===== src/rtl/xylo_note_sequencer.sv =====
// Plays a 16-entry melody (Tom/Notas/dur) into the xylophone note decoder.
// Optional XYLO_LOOP_EN: loop from entry 0 after the final entry instead of finishing with done.
module xylo_note_sequencer #(
    parameter int TICK_DIV = 4
) (
    input  logic       clk,
    input  logic       rst,
    input  logic       start,
    input  logic       stop,
    input  logic [3:0] last_addr,
    input  logic       wr_en,
    input  logic [3:0] wr_addr,
    input  logic [5:0] wr_data,
    output logic       Tom,
    output logic [2:0] Notas,
    output logic       note_valid,
    output logic       note_start,
    output logic       busy,
    output logic       done
);

    typedef enum logic {IDLE, PLAY} state_t;

    localparam logic [15:0] PRESC_MAX = 16'(TICK_DIV - 1);

    logic [5:0]  mem_q [16];

    state_t      state_q, state_d;
    logic [3:0]  addr_q, addr_d;
    logic [3:0]  last_q, last_d;
    logic        tom_q, tom_d;
    logic [2:0]  notas_q, notas_d;
    logic [1:0]  dur_q, dur_d;
    logic [15:0] presc_q, presc_d;
    logic [1:0]  beat_q, beat_d;
    logic        note_start_q, note_start_d;
    logic        done_q, done_d;

    logic [3:0]  fetch_addr;
    logic [5:0]  fetch_entry;

    // NOTE: the pattern memory has no reset; contents must survive rst, and
    // leaving it out of the reset net lets it map onto plain storage.
    always_ff @(posedge clk) begin
        if (wr_en) begin
            mem_q[wr_addr] <= wr_data;
        end
    end

    // Entry for the note that would begin at the next edge; a same-edge write is forwarded.
    always_comb begin
        fetch_addr  = (state_q == PLAY && addr_q != last_q) ? addr_q + 4'd1 : 4'd0;
        fetch_entry = (wr_en && wr_addr == fetch_addr) ? wr_data : mem_q[fetch_addr];
    end

    // NOTE: every signal gets a default first so no path through the case infers a latch.
    always_comb begin
        state_d      = state_q;
        addr_d       = addr_q;
        last_d       = last_q;
        tom_d        = tom_q;
        notas_d      = notas_q;
        dur_d        = dur_q;
        presc_d      = presc_q;
        beat_d       = beat_q;
        note_start_d = 1'b0;
        done_d       = 1'b0;

        case (state_q)
            IDLE: begin
                if (start && !stop) begin
                    state_d      = PLAY;
                    addr_d       = 4'd0;
                    last_d       = last_addr;
                    tom_d        = fetch_entry[5];
                    notas_d      = fetch_entry[4:2];
                    dur_d        = fetch_entry[1:0];
                    presc_d      = '0;
                    beat_d       = '0;
                    note_start_d = 1'b1;
                end
            end
            PLAY: begin
                if (stop) begin
                    state_d = IDLE;
                    addr_d  = '0;
                    tom_d   = 1'b0;
                    notas_d = '0;
                    dur_d   = '0;
                    presc_d = '0;
                    beat_d  = '0;
                end else if (presc_q != PRESC_MAX) begin
                    presc_d = presc_q + 16'd1;
                end else if (beat_q != dur_q) begin
                    presc_d = '0;
                    beat_d  = beat_q + 2'd1;
                end else begin
                    presc_d = '0;
                    beat_d  = '0;
`ifdef XYLO_LOOP_EN
                    addr_d       = fetch_addr;
                    tom_d        = fetch_entry[5];
                    notas_d      = fetch_entry[4:2];
                    dur_d        = fetch_entry[1:0];
                    note_start_d = 1'b1;
`else
                    if (addr_q != last_q) begin
                        addr_d       = fetch_addr;
                        tom_d        = fetch_entry[5];
                        notas_d      = fetch_entry[4:2];
                        dur_d        = fetch_entry[1:0];
                        note_start_d = 1'b1;
                    end else begin
                        state_d = IDLE;
                        addr_d  = '0;
                        tom_d   = 1'b0;
                        notas_d = '0;
                        dur_d   = '0;
                        done_d  = 1'b1;
                    end
`endif
                end
            end
            default: state_d = IDLE;
        endcase
    end

    // NOTE: sequential state uses non-blocking assignments so every flop samples pre-edge values.
    always_ff @(posedge clk or posedge rst) begin
        if (rst) begin
            state_q      <= IDLE;
            addr_q       <= '0;
            last_q       <= '0;
            tom_q        <= 1'b0;
            notas_q      <= '0;
            dur_q        <= '0;
            presc_q      <= '0;
            beat_q       <= '0;
            note_start_q <= 1'b0;
            done_q       <= 1'b0;
        end else begin
            state_q      <= state_d;
            addr_q       <= addr_d;
            last_q       <= last_d;
            tom_q        <= tom_d;
            notas_q      <= notas_d;
            dur_q        <= dur_d;
            presc_q      <= presc_d;
            beat_q       <= beat_d;
            note_start_q <= note_start_d;
            done_q       <= done_d;
        end
    end

    assign Tom        = tom_q;
    assign Notas      = notas_q;
    assign note_valid = (state_q == PLAY);
    assign busy       = (state_q == PLAY);
    assign note_start = note_start_q;
    assign done       = done_q;

endmodule

===== config.mk =====
export PLATFORM = sky130hd
export DESIGN_NAME = xylo_note_sequencer
export DESIGN_NICKNAME = d
export VERILOG_FILES = /design/src/rtl/xylo_note_sequencer.sv
export SDC_FILE = /design/constraint.sdc
export NUM_CORES = 1
export LEC_CHECK = 0
export CORE_MARGIN = 2
export CORE_UTILIZATION = 48
export CTS_CLUSTER_DIAMETER = 200
export DETAILED_ROUTE_END_ITERATION = 16
export PLACE_DENSITY = 0.71
export SYNTH_ARGS = -nofsm -noshare
export SYNTH_HDL_FRONTEND = slang
export SYNTH_SLANG_ARGS = --single-unit

===== constraint.sdc =====
create_clock -name clk -period 2.9 [get_ports clk]
set_input_delay 0.725 -clock clk [delete_from_list [all_inputs] [get_ports clk]]
set_output_delay 0.725 -clock clk [all_outputs]
set_load 0.02 [all_outputs]

==> results.toml, run 1 <==
[sta]
min_period_over_period = 0.8978
finalSetupViolations = 0
hold_viol_final = 0
worst_slew_pin_slew_ps = 799.9
fin_crit_ps = 2604
skew_ps = 7.414
tns_ps = 0
maxSlewViolCount = 0
relSlewSlack = 0.4651
max_freq_ghz = 0.3841
rsz0062_at_grt = "false"

[placed_design]
io_buffer_count = 26
dp_hpwl_mm = 8.807
gp_congestion = 0.8377
place_inst = 615

[power]
leakage_nw = 2.416
powerDensity_nw_per_um2 = 717.6
peakVddDrop_mv = 0.7862
power.total_mw = 4.931

[synthesis]
synth_edf_count = 96
synth-seq-area-share = 0.6516
synthFlopType = "edfxtp_1"
syn_area_um2 = 5768
synth_top_area_frac = 0.4998
synthCells = 443
synth_top_area_cell = "edfxtp_1"
async_reset_ff_frac = 0.2672
syn_avg_cell_area_um2 = 13.02
ys_ff_latch = 131
synth.area.top_cells = "edfxtp_1, dfrtp_1, xor2_1"
ys_warn_count = 0
ys_types = 51
syn-num-nets = 464

[status]
status = "finished, final reports clean"

[clock_network]
cts.sinks = 131
clock_latency_ps = 420
ctsResizeCount = 0
post_cts_buffers = 0
clockRootBuffer = "clkbuf_16"
h-tree-depth = 4
cts_hold_buf = 0
path_clk_slew_ps = 60
cts_made_buffers = 17
clk_path_buf_depth = 2
tritoncts = "built"

[route]
dr_wl_met3_um = 950
first_pass_iters = 5
drt_wl_total_mm = 13.39
top_layer = "met4"
wl_per_cell_um = 20.72
vias = 3906
ant_nets = 0
viasPerCell = 6.046
m1WireLength_mm = 5.698
wl_met2_mm = 6.429
dr.first_iter.drc_count = 396
drc_errors = 0

[setup_path]
critPathKind = "register to register"
end_kind = "register"
startpoint = "addr_q[1]$_DFFE_PP0P_"
crit_family = "compound AO/OA/AOI/OAI gates"
critPathLaunchType = "register"
cp_slowest_cell = "a21oi_1"
crit_required_ps = 3240
worstPathMaxFanout = 10
path_cells = "xor2_1 -> o41ai_4 -> buf_4 -> a21oi_1 -> o221ai_1 -> a32o_1 -> o211ai_1"
path_buf_inv = 1
timing.rr.start = "addr_q[1]$_DFFE_PP0P_"
critPathMaxStageDelay_ps = 570
arrival_ps = 2940

[min_path]
hold_class = "register to register"
hp-start = "presc_q[1]$_DFFE_PP0P_"

[final_layout]
instances_no_fill = 646
drive_gt1_frac = 0.1303
syn_to_final_growth_pct = 19.13
post-route-util = 0.5793
finalNetCount = 508
final_common_cell = "edfxtp_1"
antenna_cells = 0
mostFrequentLayoutCells = "edfxtp_1, nor2_1, dfrtp_1"

[grt]
antenna_found_initial = 0
track_usage = 0.2214
grt_pass1_vias = 3885
overflow = 0
grt_pass1_wl_mm = 21.08
grt_max_degree = 46

[die]
coreArea_um2 = 11860
ios = 27
rows = 40
die_area_um2 = 12910
die_h_um = 113.6
dieWidth_um = 113.6
initial_core_util = 0.4863

[run]
maxCapViolations = 0
==> Yosys cell counts, types with 5 or more instances <==
| cell | instances |
|---|---|
| xor2_1 | 18 |
| clkbuf_1 | 17 |
| nand3_1 | 5 |
| o21ai_0 | 18 |
| nand2b_1 | 5 |
| edfxtp_1 | 96 |
| xnor2_1 | 5 |
| a211oi_1 | 12 |
| nor3_1 | 13 |
| o211ai_1 | 11 |
| nand4_1 | 12 |
| nor2_1 | 40 |
| inv_1 | 6 |
| mux2_2 | 6 |
| nand2_1 | 24 |
| dfrtp_1 | 35 |
| mux2i_1 | 11 |
| o221ai_1 | 10 |
| nor2b_1 | 12 |
| a21oi_1 | 17 |
| a32o_1 | 6 |
| or4_1 | 8 |
| a31oi_1 | 6 |
| and3_1 | 5 |
==> worst paths after layout <==
kind / to / slack (ps) / cells past startpoint
max: Tom$_DFFE_PP0P_ / 300 / 7
max in group asynchronous: last_q[2]$_DFFE_PP0P_ / 1870 / 3
min: presc_q[1]$_DFFE_PP0P_ / 520 / 1
min reg2reg: presc_q[1]$_DFFE_PP0P_ / 520 / 1
min in group asynchronous: presc_q[2]$_DFFE_PP0P_ / 700 / 3
max reg2reg: Tom$_DFFE_PP0P_ / 300 / 7
==> power by group <==
group	switching [mW]	internal [mW]
Clock	0.796	1.35
Combinational	0.401	0.246
Sequential	0.0514	2.09
Total	1.25	3.68
==> metal layers <==
metal  global-route usage  up-vias
li1                     -     1807
met1               0.2832     1920
met2               0.3541      153
met3              0.06961       26
met4              0.08943        0
met5                    0        -
==> layout make-up <==
class                           instances  area [um2]
Fill cell                             954        4990
Sequential cell                       131        3759
Multi-Input combinational cell        281        1878
Timing Repair Buffer                   50       440.4
Clock buffer                           18       429.2
Tap cell                              147       183.9
Clock inverter                         13       158.9
Inverter                                6       22.52
==> kinds of logic after synthesis <==
kind of cell             count (synthesis)  share of synthesized area
AND/OR/NAND/NOR                        138                     0.1219
flip-flops                             131                     0.6516
buffers and inverters                   31                    0.02278
AO/OA/AOI/OAI                          100                     0.1289
adder cells (fa/ha/maj)                  2                   0.004338
multiplexers                            17                    0.03080
XOR/XNOR                                24                    0.03970
==> state kept, by name, indices dropped and copies added (netlist names) <==
| name | cells |
|---|---|
| beat_q | 2 |
| dur_q | 2 |
| last_q | 4 |
| addr_q | 4 |
| Notas | 3 |
| busy | 1 |
| note_start | 1 |
| done | 1 |
| presc_q | 16 |
| mem_q | 96 |
| Tom | 1 |
==> through the flow <==
stage / setup slack, ps / area (um2) / hold WS (ps)
4_1_cts: 316.4 / 6872 / 517.7
5_1_grt: 123.8 / 6872 / 531.8
3_3_place_gp: 314.1 / 6284 / 500.1
3_5_place_dp: 280.6 / 6284 / 505.5
6_report: 296.3 / 6872 / 520.1
2_1_floorplan: 589.3 / 5768 / 478.0
No activity file was read; power rests on OpenSTA's default activity.
==> inputs of run 2 (changes only) <==
ABC_AREA = 0   (was unset)
==> results of run 2 <==
Final layout, timing and power as in run 1 (identical DEF).
